## src/rtl/ex_issue.sv

```systemverilog
// ex_issue: operand formation and issue register feeding the integer ALU and
// shift unit. Decodes OP / OP-IMM, forms op1/op2 with writeback forwarding,
// and holds up to two entries (main + skid) so backpressure never costs a
// cycle of throughput. Program order is strictly FIFO.
module ex_issue (
  input  logic        clk_i,
  input  logic        rst_i,
  input  logic        in_valid_i,
  output logic        in_ready_o,
  input  logic [31:0] instr_i,
  input  logic [31:0] rs1_data_i,
  input  logic [31:0] rs2_data_i,
  input  logic        wb_we_i,
  input  logic [4:0]  wb_rd_i,
  input  logic [31:0] wb_data_i,
  input  logic        flush_i,
  output logic        out_valid_o,
  input  logic        out_ready_i,
  output logic [2:0]  funct3_o,
  output logic        funct7_o,
  output logic        shift_o,
  output logic [31:0] op1_o,
  output logic [31:0] op2_o,
  output logic [4:0]  rd_o,
  output logic        illegal_o
);

  localparam logic [6:0] OPC_OP    = 7'b0110011;
  localparam logic [6:0] OPC_OPIMM = 7'b0010011;

  // src1/src2 hold the register index a held operand may still be refreshed
  // from; 0 means "not register-sourced" (immediate, x0 or illegal), and since
  // a qualifying writeback never targets x0, a zero tag can never match.
  typedef struct packed {
    logic        illegal;
    logic        shift;
    logic [2:0]  funct3;
    logic        funct7;
    logic [31:0] op1;
    logic [31:0] op2;
    logic [4:0]  rd;
    logic [4:0]  src1;
    logic [4:0]  src2;
  } entry_t;

  entry_t      main_q, skid_q;
  entry_t      main_f, skid_f;
  entry_t      new_e;
  logic        main_v, skid_v, rdy_q;
  logic        wb_hit;
  logic        push, pop;

  logic [6:0]  opcode;
  logic [2:0]  f3;
  logic [4:0]  rs1_idx, rs2_idx;
  logic        is_op, is_opi, is_sh;
  logic [31:0] rs1_val, rs2_val;

  assign wb_hit = wb_we_i && (wb_rd_i != 5'd0);
  assign push   = in_valid_i && rdy_q && !flush_i;
  assign pop    = main_v && out_ready_i;

  // Refresh a held entry from this cycle's writeback; shift amounts keep
  // only the low five bits so the shifter never sees an amount above 31.
  function automatic entry_t fwd(input entry_t e, input logic hit,
                                 input logic [4:0] idx, input logic [31:0] d);
    entry_t r;
    r = e;
    if (hit && (e.src1 == idx)) r.op1 = d;
    if (hit && (e.src2 == idx)) r.op2 = e.shift ? {27'b0, d[4:0]} : d;
    return r;
  endfunction

  assign main_f = fwd(main_q, wb_hit, wb_rd_i, wb_data_i);
  assign skid_f = fwd(skid_q, wb_hit, wb_rd_i, wb_data_i);

  // Decode the incoming instruction and form its operands, forwarding the
  // writeback that lands in the same cycle as the register-file read.
  always_comb begin
    opcode  = instr_i[6:0];
    f3      = instr_i[14:12];
    rs1_idx = instr_i[19:15];
    rs2_idx = instr_i[24:20];
    is_op   = (opcode == OPC_OP);
    is_opi  = (opcode == OPC_OPIMM);
    is_sh   = (is_op || is_opi) && ((f3 == 3'b001) || (f3 == 3'b101));

    if (rs1_idx == 5'd0)                    rs1_val = 32'd0;
    else if (wb_hit && wb_rd_i == rs1_idx)  rs1_val = wb_data_i;
    else                                    rs1_val = rs1_data_i;

    if (rs2_idx == 5'd0)                    rs2_val = 32'd0;
    else if (wb_hit && wb_rd_i == rs2_idx)  rs2_val = wb_data_i;
    else                                    rs2_val = rs2_data_i;

    new_e = '0;
    if (is_op || is_opi) begin
      new_e.funct3 = f3;
      new_e.shift  = is_sh;
      new_e.rd     = instr_i[11:7];
      new_e.op1    = rs1_val;
      new_e.src1   = rs1_idx;
      if (is_op) begin
        new_e.funct7 = instr_i[30];
        new_e.op2    = is_sh ? {27'b0, rs2_val[4:0]} : rs2_val;
        new_e.src2   = rs2_idx;
      end else if (is_sh) begin
        new_e.funct7 = instr_i[30];
        new_e.op2    = {27'b0, instr_i[24:20]};
      end else begin
        new_e.op2    = {{20{instr_i[31]}}, instr_i[31:20]};
      end
    end else begin
      // Unknown opcode still issues in order so the trap lands precisely.
      new_e.illegal = 1'b1;
    end
  end

  // Main/skid buffer: flush wins, then pop-with-skid refills main, then
  // an empty-or-draining main takes the new entry, else it lands in skid.
  // rdy_q mirrors !skid_v so in_ready_o comes straight off a flop.
  always_ff @(posedge clk_i or posedge rst_i) begin
    if (rst_i) begin
      main_q <= '0;
      skid_q <= '0;
      main_v <= 1'b0;
      skid_v <= 1'b0;
      rdy_q  <= 1'b1;
    end else if (flush_i) begin
      main_v <= 1'b0;
      skid_v <= 1'b0;
      rdy_q  <= 1'b1;
    end else begin
      main_q <= main_f;
      skid_q <= skid_f;
      if (pop && skid_v) begin
        main_q <= skid_f;
        skid_v <= 1'b0;
        rdy_q  <= 1'b1;
      end else if (pop || !main_v) begin
        main_v <= push;
        if (push) main_q <= new_e;
      end else if (push) begin
        skid_q <= new_e;
        skid_v <= 1'b1;
        rdy_q  <= 1'b0;
      end
    end
  end

  assign in_ready_o  = rdy_q;
  assign out_valid_o = main_v;
  assign funct3_o    = main_q.funct3;
  assign funct7_o    = main_q.funct7;
  assign shift_o     = main_q.shift;
  assign op1_o       = main_q.op1;
  assign op2_o       = main_q.op2;
  assign rd_o        = main_q.rd;
  assign illegal_o   = main_q.illegal;

endmodule

```

## config.mk

```make
export PLATFORM = sky130hd
export DESIGN_NAME = ex_issue
export DESIGN_NICKNAME = d
export VERILOG_FILES = /design/src/rtl/ex_issue.sv
export SDC_FILE = /design/constraint.sdc
export NUM_CORES = 1
export LEC_CHECK = 0
export BUFFER_PORTS_ARGS = -buffer_cell sky130_fd_sc_hd__buf_4
export CAP_MARGIN = 20
export CORE_MARGIN = 10
export CORE_UTILIZATION = 35
export DETAILED_ROUTE_END_ITERATION = 8
export SLEW_MARGIN = 25
export SYNTH_ARGS = -nofsm -noshare
export SYNTH_HDL_FRONTEND = slang
export SYNTH_SLANG_ARGS = --single-unit
```

## constraint.sdc

```tcl
create_clock -name clk_i -period 11.9 [get_ports clk_i]
set_input_delay 0 -clock clk_i [delete_from_list [all_inputs] [get_ports clk_i]]
set_output_delay 0 -clock clk_i [all_outputs]
set_load 0.02 [all_outputs]
```

==> results by group, run 1 <==
Status
  – Run status: complete, no violations

Global route
  – Via count of the first global-routing pass: 10569
  – Grt peak-use layer: met2
  – Met2 GRT Util: 0.336
  – M3 GR Usage: 0.0477
  – Met1 track demand over resource: 0.274
  – GRT Total Usage: 0.208
  – Maximum number of pins on one net before global-route repair: 77
  – Number of antenna violations at the first check in global routing: 1
  – Remaining Overflow, GRT: 0
  – First-pass GRT wire length: 63500 um

STA
  – Final period utilization: 0.370
  – RSZ-0062 raised after global routing: no
  – Layout Skew: 16.5 ps
  – Setup violation total in the final timing report: 0
  – Clock period minus worst slack: 4400 ps
  – Minimum setup slack in the final design: 7500 ps
  – Max Clk Rate: 227 MHz
  – Slew @ Worst Pin: 1050 ps
  – Post-Route Setup TNS: 0 ps
  – Number of hold-slack violations in the final timing report: 0
  – Number of slew-limit violations in the final report: 0
  – Slew Limit Headroom: 0.301

Logic synthesis
  – Per-instance average area after synthesis: 9.27 um2
  – Leading cell types by total area after synthesis: sky130_fd_sc_hd__dfrtp_1 (41%), sky130_fd_sc_hd__mux2i_1 (8.1%), sky130_fd_sc_hd__nand3_1 (4.5%)
  – Sequential element share of the synthesized area: 0.411
  – Post-Synthesis Net Count: 1276
  – Number of distinct standard cells referenced by the synthesized netlist: 60
  – Synthesized cell area: 10500 um2
  – Syn Inst Count: 1137
  – Count of state elements after synthesis: 173
  – Number of flops mapped to enable cells by yosys: 0
  – Async set-or-reset flop fraction in the synthesized netlist: 1.00
  – Most common flop cell mapped by yosys: sky130_fd_sc_hd__dfrtp_1
  – Largest area contributor in the synthesized netlist: sky130_fd_sc_hd__dfrtp_1
  – Number of warning messages in the yosys log: 0
  – Share of the synthesized area in the top cell type: 0.408

Critical path
  – Required time at the endpoint of the critical path: 12270 ps
  – Number of cells on the worst reg-to-reg path: 7
  – Setup crit start: out_valid_o$_DFFE_PP0P_
  – Buf+Inv Stages, Crit Path: 1
  – Crit-path slowest cell: sky130_fd_sc_hd__nor2_1
  – Nature of the critical path startpoint: flip-flop
  – Maximum single-stage delay on the critical path: 770 ps
  – Cell with the most instances on the worst path: sky130_fd_sc_hd__nand2_1
  – Worst-path fanout max: 30
  – Critical path type: flip-flop to flip-flop
  – Setup crit end kind: flip-flop
  – Cells along the critical path: nor3b_2 -> nand2_1 -> nor2_1 -> nand2_1 -> a31o_2 -> nand2_1 -> dlygate4sd3_1
  – Critical path depth in cells: 7
  – Family of cells with the greatest summed delay on the critical path: simple AND/OR/NAND/NOR gates
  – Data arrival time of the critical path: 4770 ps
  – Start of the worst register-to-register path: out_valid_o$_DFFE_PP0P_

Route
  – Number of remaining DRC errors: 0
  – Routed wire length: 41000 um
  – Via count normalized by instance count: 5.89
  – Initial DRT Pass Iterations: 8
  – Violation count after the first detailed-route iteration: 1284
  – Total number of vias: 10702
  – DRT antenna net count: 0
  – DR WL/cell: 22.6 um

Hold path
  – Worst hold start: rs2_data_i[21]
  – Kind of path behind the tightest hold check: input port to flip-flop
  – Number of cells on the worst hold path: 4

Power
  – Static leakage: 6.36 nW
  – Switching fraction of total power: 0.295
  – Max IR drop VDD: 0.000102 V
  – Switching power total: 0.483 mW
  – Power density cells: 114 nW/um2
  – Combinational power share: 0.224
  – Proportion of power drawn by flip-flops and latches: 0.414
  – Clock network power share: 0.362
  – Pint: 1.16 mW

Floorplanning
  – Number of I/O pins: 216
  – Number of placement rows: 63
  – Die ar.: 37500 um2
  – Horizontal extent of the die: 194 um
  – Overall die height: 194 um
  – Area of the core: 29700 um2
  – Initial cell density of the core: 0.355

Clock tree
  – Clock latency on the worst-skew pair: 440 ps
  – Number of cells upsized or downsized after cts: 0
  – H-tree levels: 4
  – Clk root buf: sky130_fd_sc_hd__clkbuf_16
  – TritonCTS clock tree: built
  – Total CTS buffers: 17
  – Num Clock Sinks: 173
  – Register clock-pin slew on the reported worst setup and hold paths: 70 ps
  – Maximum clock path buffer count: 2

Place
  – Routability congestion estimate: 0.879
  – Place WS: 8060 ps
  – Port bufs: 215
  – Placed wire-length estimate after detailed placement: 27800 um

Cells and area
  – Share of post-route cells with drive strength above 1: 0.220
  – # diodes: 0
  – Count of nets after finishing: 1552
  – Post-synthesis to final-layout area growth: 36.3%
  – Number of fill cells: 2764

Flow run
  – Max-cap violations: 0
==> power groups by stage <==
stage          Clock [mW]  Sequential (mW)  Combinational (mW)
6_report            0.593            0.679               0.368
5_1_grt             0.629            0.685               0.398
4_1_cts             0.601            0.678               0.367
3_5_place_dp            0            0.689               0.317
3_3_place_gp            0            0.688               0.313
2_1_floorplan           0            0.705               0.162
==> sequential cells by signal, indices dropped and copies added (netlist names), 3 cells and up <==
register,cells
skid_q,64
op1_o,32
op2_o,32
skid_f,21
main_f,10
rd_o,5
funct3_o,3
==> metrics by stage <==
step | total power, mW | hold slack, ps | utilization | area [um2] | std cells
2_1_floorplan | 0.867 | 105 | - | 10500 | 1137
3_3_place_gp | 1.00 | 23.0 | 0.412 | 12300 | 1637
3_5_place_dp | 1.01 | 21.5 | 0.414 | 12300 | 1638
4_1_cts | 1.65 | 0.747 | 0.483 | 14400 | 1816
5_1_grt | 1.71 | 20.9 | 0.483 | 14400 | 1816
6_report | 1.64 | 14.7 | 0.483 | 14400 | 1816
==> final cells by class <==
| type | instances | area [um2] | area share |
|---|---|---|---|
| multi-input cells | 806 | 5560 | 0.387 |
| flip-flops and latches | 173 | 4330 | 0.301 |
| repair buffers | 382 | 3260 | 0.227 |
| well taps | 390 | 488 | 0.0340 |
| clock buffers | 19 | 433 | 0.0301 |
| clock inverters | 13 | 175 | 0.0122 |
| inverters | 33 | 129 | 0.00897 |
==> logic make-up after synthesis <==
kind of cell,Yosys count,share of synthesized area
compound gates,346,0.253
simple gates,341,0.158
flops,173,0.411
buf+inv,158,0.0687
mux,89,0.0850
xor+xnor,30,0.0249
==> synth_stat cells, types with 16 or more instances <==
cell type and n:
sky130_fd_sc_hd__o21ai_0 61, sky130_fd_sc_hd__mux2i_1 85, sky130_fd_sc_hd__a22oi_1 35, sky130_fd_sc_hd__buf_2 21
sky130_fd_sc_hd__a222oi_1 43, sky130_fd_sc_hd__nand3_1 94, sky130_fd_sc_hd__buf_4 16, sky130_fd_sc_hd__o22ai_1 27
sky130_fd_sc_hd__xnor2_1 22, sky130_fd_sc_hd__o221a_1 17, sky130_fd_sc_hd__nor3_1 25, sky130_fd_sc_hd__nor2_1 55
sky130_fd_sc_hd__nand2_1 103, sky130_fd_sc_hd__o211ai_1 16, sky130_fd_sc_hd__clkbuf_1 76, sky130_fd_sc_hd__inv_1 33
sky130_fd_sc_hd__a22o_1 18, sky130_fd_sc_hd__dfrtp_1 172, sky130_fd_sc_hd__a211o_1 18
==> worst min-delay path: stages <==
cell and delay, ps:
sky130_fd_sc_hd__buf_4 70, sky130_fd_sc_hd__and3_1 130, sky130_fd_sc_hd__a311oi_1 60, sky130_fd_sc_hd__o21ai_1 140
==> worst paths after layout <==
path	end	slack, ps
setup / recovery	skid_q[31]$_DFFE_PP0N_	7500
hold / removal	op2_o[21]$_DFFE_PP0N_	10
setup reg to reg	skid_q[31]$_DFFE_PP0N_	7500
hold reg to reg	skid_f[79]$_DFFE_PP0P_	480
max in group asynchronous	skid_q[15]$_DFFE_PP0N_	10570
min in group asynchronous	rd_o[2]$_DFFE_PP0P_	110
==> routing by layer <==
metal  part of all wire  routed length [um]
met1               0.43               17600
met2               0.48               19500
met3              0.076                3120
met5            0.00049                  20
met4              0.016                 662
==> what timing repair did <==
action | 4_1_cts | 5_1_grt
endpoints found under the setup margin | 0 | 0
endpoints found under the hold margin | 171 | 0
hold buffers | 146 | 0
buffers inserted | 0 | 0
==> layout by cell type (no fill, tap or decap), types with 18 or more instances in the layout <==
master,count
sky130_fd_sc_hd__dfrtp_1,172
sky130_fd_sc_hd__a211o_1,18
sky130_fd_sc_hd__nor3_1,24
sky130_fd_sc_hd__buf_4,234
sky130_fd_sc_hd__dlygate4sd3_1,146
sky130_fd_sc_hd__inv_1,32
sky130_fd_sc_hd__xnor2_1,22
sky130_fd_sc_hd__nor2_1,52
sky130_fd_sc_hd__a222oi_1,43
sky130_fd_sc_hd__mux2i_1,85
sky130_fd_sc_hd__a22oi_1,35
sky130_fd_sc_hd__o21ai_0,61
sky130_fd_sc_hd__a22o_1,18
sky130_fd_sc_hd__o22ai_1,27
sky130_fd_sc_hd__nand3_1,94
sky130_fd_sc_hd__nand2_1,102
No activity file was read; power rests on OpenSTA's default activity.
==> run 2: changes to the inputs <==
Clock period 11.9 ns to 4 ns, I/O delays scaled along.
==> results by group, run 2 (same netlist as run 1, synthesis figures left out) <==
Cells and area
  – Post-route cell area: 14400 um2
  – Area of all sequential standard cells: 4330 um2
  – Final core occ: 0.485
  – Register containing the most flip-flops in the final layout: skid_q
  – Post-synthesis to final-layout area growth: 36.7%
  – Most common cell after layout, fill and taps aside: sky130_fd_sc_hd__buf_4
  – Area of combinational cells with multiple inputs: 5550 um2
  – Share of post-route cells with drive strength above 1: 0.223
  – Number of fill cells: 2786
  – Final std cells w/o fill: 1825
  – Commonest non-fill, non-tap cells in the layout: sky130_fd_sc_hd__buf_4 (241), sky130_fd_sc_hd__dfrtp_1 (172), sky130_fd_sc_hd__dlygate4sd3_1 (145)
  – Count of nets after finishing: 1560
  – Max FFs per register: 64

Clock tree
  – Total setup buffers inserted after CTS: 0
  – Number of cells upsized or downsized after cts: 0
  – Clock latency on the worst-skew pair: 440 ps
  – Total CTS buffers: 17
  – Hold_buf cts: 145
  – H-tree levels: 4
  – TritonCTS clock tree: built
  – Clk root buf: sky130_fd_sc_hd__clkbuf_16
  – Maximum clock path buffer count: 2
  – Num Clock Sinks: 173
  – Register clock-pin slew on the reported worst setup and hold paths: 70 ps

STA
  – Minimum setup slack in the final design: 740 ps
  – Layout Skew: 8.42 ps
  – Setup violation total in the final timing report: 0
  – Final period utilization: 0.815
  – RSZ-0062 raised after global routing: no
  – Slew @ Worst Pin: 1040 ps
  – Worst hold slack: 17.2 ps
  – Number of slew-limit violations in the final report: 0
  – Clock period minus worst slack: 3260 ps
  – Slew Limit Headroom: 0.302
  – Post-Route Setup TNS: 0 ps
  – Max Clk Rate: 307 MHz
  – Number of hold-slack violations in the final timing report: 0

Flow run
  – Max-cap violations: 0

Route
  – Number of remaining DRC errors: 0
  – M1 wire length: 17500 um
  – Met3 WL: 3470 um
  – Via count normalized by instance count: 5.94
  – Total number of vias: 10841
  – Initial DRT Pass Iterations: 7
  – Routed wire length: 42000 um
  – DRT antenna net count: 0
  – Violation count after the first detailed-route iteration: 1214
  – DR WL met2: 20300 um
  – DR WL/cell: 23.0 um
  – Highest metal layer with signal wires: met4

Power
  – Clock network power share: 0.343
  – Power Total: 4.76 mW
  – Proportion of power drawn by flip-flops and latches: 0.425
  – Combinational power share: 0.232
  – Switching power total: 1.42 mW
  – Static leakage: 6.37 nW
  – Pint: 3.33 mW
  – Switching fraction of total power: 0.300
  – Power density cells: 330 nW/um2
  – Max IR drop VDD: 0.000199 V

Critical path
  – Critical path type: flip-flop to flip-flop
  – Start of the worst register-to-register path: in_ready_o$_DFFE_PP1P_
  – Setup crit end kind: flip-flop
  – Nature of the critical path startpoint: flip-flop
  – Worst-path fanout max: 30
  – Required time at the endpoint of the critical path: 4370 ps
  – Data arrival time of the critical path: 3630 ps
  – Worst-case register-to-register setup slack: 740 ps
  – R2R Path End: skid_q[29]$_DFFE_PP0N_
  – Number of cells on the worst reg-to-reg path: 9

Global route
  – Remaining Overflow, GRT: 0
  – Via count of the first global-routing pass: 10933
  – GRT Total Usage: 0.214
  – Number of antenna violations at the first check in global routing: 2
  – Maximum number of pins on one net before global-route repair: 174
  – First-pass GRT wire length: 64500 um

Hold path
  – Number of cells on the worst hold path: 5
  – Worst hold start: instr_i[27]
  – End of the worst hold path: skid_q[22]$_DFFE_PP0N_
  – Kind of path behind the tightest hold check: input port to flip-flop

Place
  – Place WS: 1360 ps
  – Placed wire-length estimate after detailed placement: 27800 um
  – Cell count after placement: 1646
  – Routability congestion estimate: 0.887
  – Area of placed instances: 12400 um2
  – Port bufs: 215

Status
  – Run status: complete, no violations

Floorplanning
  – Number of I/O pins: 216
  – Initial cell density of the core: 0.355
  – Die ar.: 37500 um2
  – Area of the core: 29700 um2
  – Horizontal extent of the die: 194 um
  – Number of placement rows: 63
  – Overall die height: 194 um
## run 2: worst max-delay path, cell delays in order, from the launching register on
cell                            delay [ps]
sky130_fd_sc_hd__dfstp_2               580
sky130_fd_sc_hd__and3b_1               300
sky130_fd_sc_hd__nand2_1                80
sky130_fd_sc_hd__buf_4                 240
sky130_fd_sc_hd__nor2_1                120
sky130_fd_sc_hd__buf_4                 200
sky130_fd_sc_hd__nand2_1               570
sky130_fd_sc_hd__a31o_2                460
sky130_fd_sc_hd__nand2_1                70
sky130_fd_sc_hd__dlygate4sd3_1         560
## run 2: power groups by stage
stage	clock [mW]	combinational (mW)	sequential, mW
floorplan	0	0.483	2.10
global placement	0	0.937	2.04
detailed placement	0	0.950	2.05
CTS	1.66	1.10	2.02
global route	1.73	1.20	2.04
finish	1.63	1.10	2.02
## run 2: worst max-delay path by stage
stage	start	endpoint	slack, ps	cells past startpoint
2_1_floorplan	rst_i	funct3_o[0]$_DFFE_PP0P_	1790	1
3_5_place_dp	in_ready_o$_DFFE_PP1P_	skid_q[26]$_DFFE_PP0N_	1360	8
6_report	in_ready_o$_DFFE_PP1P_	skid_q[29]$_DFFE_PP0N_	740	9
5_1_grt	in_ready_o$_DFFE_PP1P_	skid_q[46]$_DFFE_PP0N_	620	9
4_1_cts	in_ready_o$_DFFE_PP1P_	skid_q[35]$_DFFE_PP0N_	820	9
3_3_place_gp	instr_i[6]	op1_o[8]$_DFFE_PP0N_	1370	7
## run 2: routing by layer
| metal | vias up | global-route usage |
|---|---|---|
| met3 | 44 | 0.0498 |
| met4 | 0 | 0.0612 |
| met1 | 5363 | 0.274 |
| met2 | 530 | 0.352 |
| met5 | - | 0 |
| li1 | 4904 | - |
## run 2: final cells by class
class | instances | share of cell area
tap | 390 | 0.0339
timing repair buffer | 390 | 0.233
sequential | 173 | 0.301
multi-input combinational | 806 | 0.385
clock inverter | 9 | 0.00625
antenna | 2 | 0.000347
inverter | 33 | 0.00886
clock buffer | 22 | 0.0322
==> run 3: changes to the inputs <==
Clock period 4 ns to 2.8 ns, I/O delays scaled along.
==> results by group, run 3 (same netlist as run 1, synthesis figures left out) <==
Floorplanning
  – Overall die height: 194 um
  – Horizontal extent of the die: 194 um
  – Initial cell density of the core: 0.355
  – Number of I/O pins: 216
  – Die ar.: 37500 um2
  – Number of placement rows: 63
  – Area of the core: 29700 um2

Cells and area
  – Commonest non-fill, non-tap cells in the layout: sky130_fd_sc_hd__buf_4 (265), sky130_fd_sc_hd__dfrtp_1 (172), sky130_fd_sc_hd__dlygate4sd3_1 (141)
  – Max FFs per register: 64
  – Share of post-route cells with drive strength above 1: 0.245
  – Most common cell after layout, fill and taps aside: sky130_fd_sc_hd__buf_4
  – Post-synthesis to final-layout area growth: 40.0%
  – Register containing the most flip-flops in the final layout: skid_q
  – Count of nets after finishing: 1585
  – Final std cells w/o fill: 1852
  – Number of fill cells: 2765

Clock tree
  – TritonCTS clock tree: built
  – Num Clock Sinks: 173
  – H-tree levels: 4
  – Clock latency on the worst-skew pair: 440 ps
  – Register clock-pin slew on the reported worst setup and hold paths: 70 ps
  – Maximum clock path buffer count: 2
  – Total CTS buffers: 17
  – Clk root buf: sky130_fd_sc_hd__clkbuf_16

STA
  – Post-Route Setup TNS: 0 ps
  – Max Clk Rate: 369 MHz
  – Final period utilization: 0.967
  – Layout Skew: 17.2 ps
  – Number of hold-slack violations in the final timing report: 0
  – Number of slew-limit violations in the final report: 0
  – Clock period minus worst slack: 2710 ps
  – Setup violation total in the final timing report: 0
  – Slew @ Worst Pin: 835 ps
  – RSZ-0062 raised after global routing: no
  – Slew Limit Headroom: 0.439
  – Worst hold slack: 32.4 ps
  – Minimum setup slack in the final design: 93.0 ps

Global route
  – Met2 GRT Util: 0.339
  – Number of antenna violations at the first check in global routing: 2
  – M3 GR Usage: 0.0446
  – Grt peak-use layer: met2
  – Met1 track demand over resource: 0.278
  – GRT Total Usage: 0.213
  – First-pass GRT wire length: 64700 um
  – Remaining Overflow, GRT: 0
  – Maximum number of pins on one net before global-route repair: 55
  – Via count of the first global-routing pass: 10935

Route
  – Via count normalized by instance count: 5.94
  – Total number of vias: 11007
  – DR WL/cell: 22.7 um
  – Number of remaining DRC errors: 0
  – DRT antenna net count: 0
  – Violation count after the first detailed-route iteration: 1376
  – Initial DRT Pass Iterations: 7
  – Routed wire length: 42000 um

Power
  – Proportion of power drawn by flip-flops and latches: 0.409
  – Static leakage: 6.52 nW
  – Combinational power share: 0.227
  – Clock network power share: 0.364
  – Power density cells: 478 nW/um2
  – Switching power total: 2.10 mW
  – Max IR drop VDD: 0.000340 V
  – Switching fraction of total power: 0.298
  – Pint: 4.95 mW
  – Power Total: 7.05 mW

Critical path
  – Worst-path fanout max: 15
  – Cell with the most instances on the worst path: sky130_fd_sc_hd__dlygate4sd3_1
  – Data arrival time of the critical path: 3020 ps
  – Nature of the critical path startpoint: input port
  – Required time at the endpoint of the critical path: 3110 ps
  – Crit-path slowest cell: sky130_fd_sc_hd__dlygate4sd3_1
  – Number of cells on the worst reg-to-reg path: 9
  – Maximum single-stage delay on the critical path: 590 ps
  – Cells along the critical path: dlygate4sd3_1 -> buf_4 -> or4_4 -> nor2_4 -> a21oi_4 -> clkbuf_16 -> and3_1 -> a311oi_2 -> o21ai_0 -> dlygate4sd3_1
  – Setup crit end kind: flip-flop
  – Critical path type: input port to flip-flop

Place
  – Cell count after placement: 1668
  – Routability congestion estimate: 0.889
  – Place WS: 411 ps
  – Placed wire-length estimate after detailed placement: 28600 um
  – Port bufs: 215

Hold path
  – Number of cells on the worst hold path: 5
  – Kind of path behind the tightest hold check: input port to flip-flop

Status
  – Run status: complete, no violations

Flow run
  – Max-cap violations: 0
## run 3: cell count changes in the layout (fill, tap and decap cells not counted), sizes merged
cell and delta:
diode +1, inv +4, bufinv +2, buf +27, dlygate4sd3 -4, clkinv +1, clkbuf -2, clkinvlp -2
## run 3: final cells by class
class	count	area, um2	share of cell area
diodes	3	7.51	0.000509
clock buffers	18	439	0.0298
clock inverters	14	183	0.0124
inverters	33	128	0.00865
multi-input cells	806	5600	0.379
flip-flops and latches	173	4330	0.294
well taps	390	488	0.0331
repair buffers	415	3580	0.243
## run 3: timing repair
| action | in CTS | in global routing |
|---|---|---|
| buffers inserted | 0 | 5 |
| gates resized for setup | 0 | 10 |
| hold buffers | 141 | 0 |
| endpoints found under the setup margin | 0 | 34 |
| endpoints found under the hold margin | 174 | 0 |
## run 3: worst max-delay path, delay by kind of cell
family	cells	cell delay, ps
compound gates	3	510
buf+inv	4	1530
simple gates	3	970
## run 3: routing by layer
metal  vias to the layer above  routed length (um)
li1                       4963                   -
met3                        78                3340
met2                       518               19600
met5                         -                   0
met4                         0                1290
met1                      5448               17800
## run 3: power groups by stage
stage | clock network [mW] | logic, mW | registers, mW
after floorplan | 0 | 0.690 | 3.00
after global placement | 0 | 1.36 | 2.92
after detailed placement | 0 | 1.38 | 2.93
after CTS | 2.61 | 1.58 | 2.88
after global routing | 2.71 | 1.73 | 2.91
final | 2.57 | 1.60 | 2.89
## run 3: path summary, 6_finish.rpt
check / from / slack, ps / to
worst max-delay path: instr_i[23] / 90 / skid_q[36]$_DFFE_PP0N_
worst min-delay path: instr_i[27] / 30 / skid_q[22]$_DFFE_PP0N_
worst max register to register: skid_f[7]$_DFFE_PP0P_ / 160 / skid_q[57]$_DFFE_PP0N_
worst min register to register: skid_f[80]$_DFFE_PP0P_ / 480 / funct3_o[0]$_DFFE_PP0P_
max in group asynchronous: rst_i / 1720 / in_ready_o$_DFFE_PP1P_
min in group asynchronous: rst_i / 290 / rd_o[0]$_DFFE_PP0P_
## run 3: stage by stage
stage           util  area (um2)
2_1_floorplan      -       10500
3_3_place_gp   0.423       12600
3_5_place_dp   0.423       12600
4_1_cts        0.492       14600
5_1_grt        0.496       14800
6_report       0.496       14800
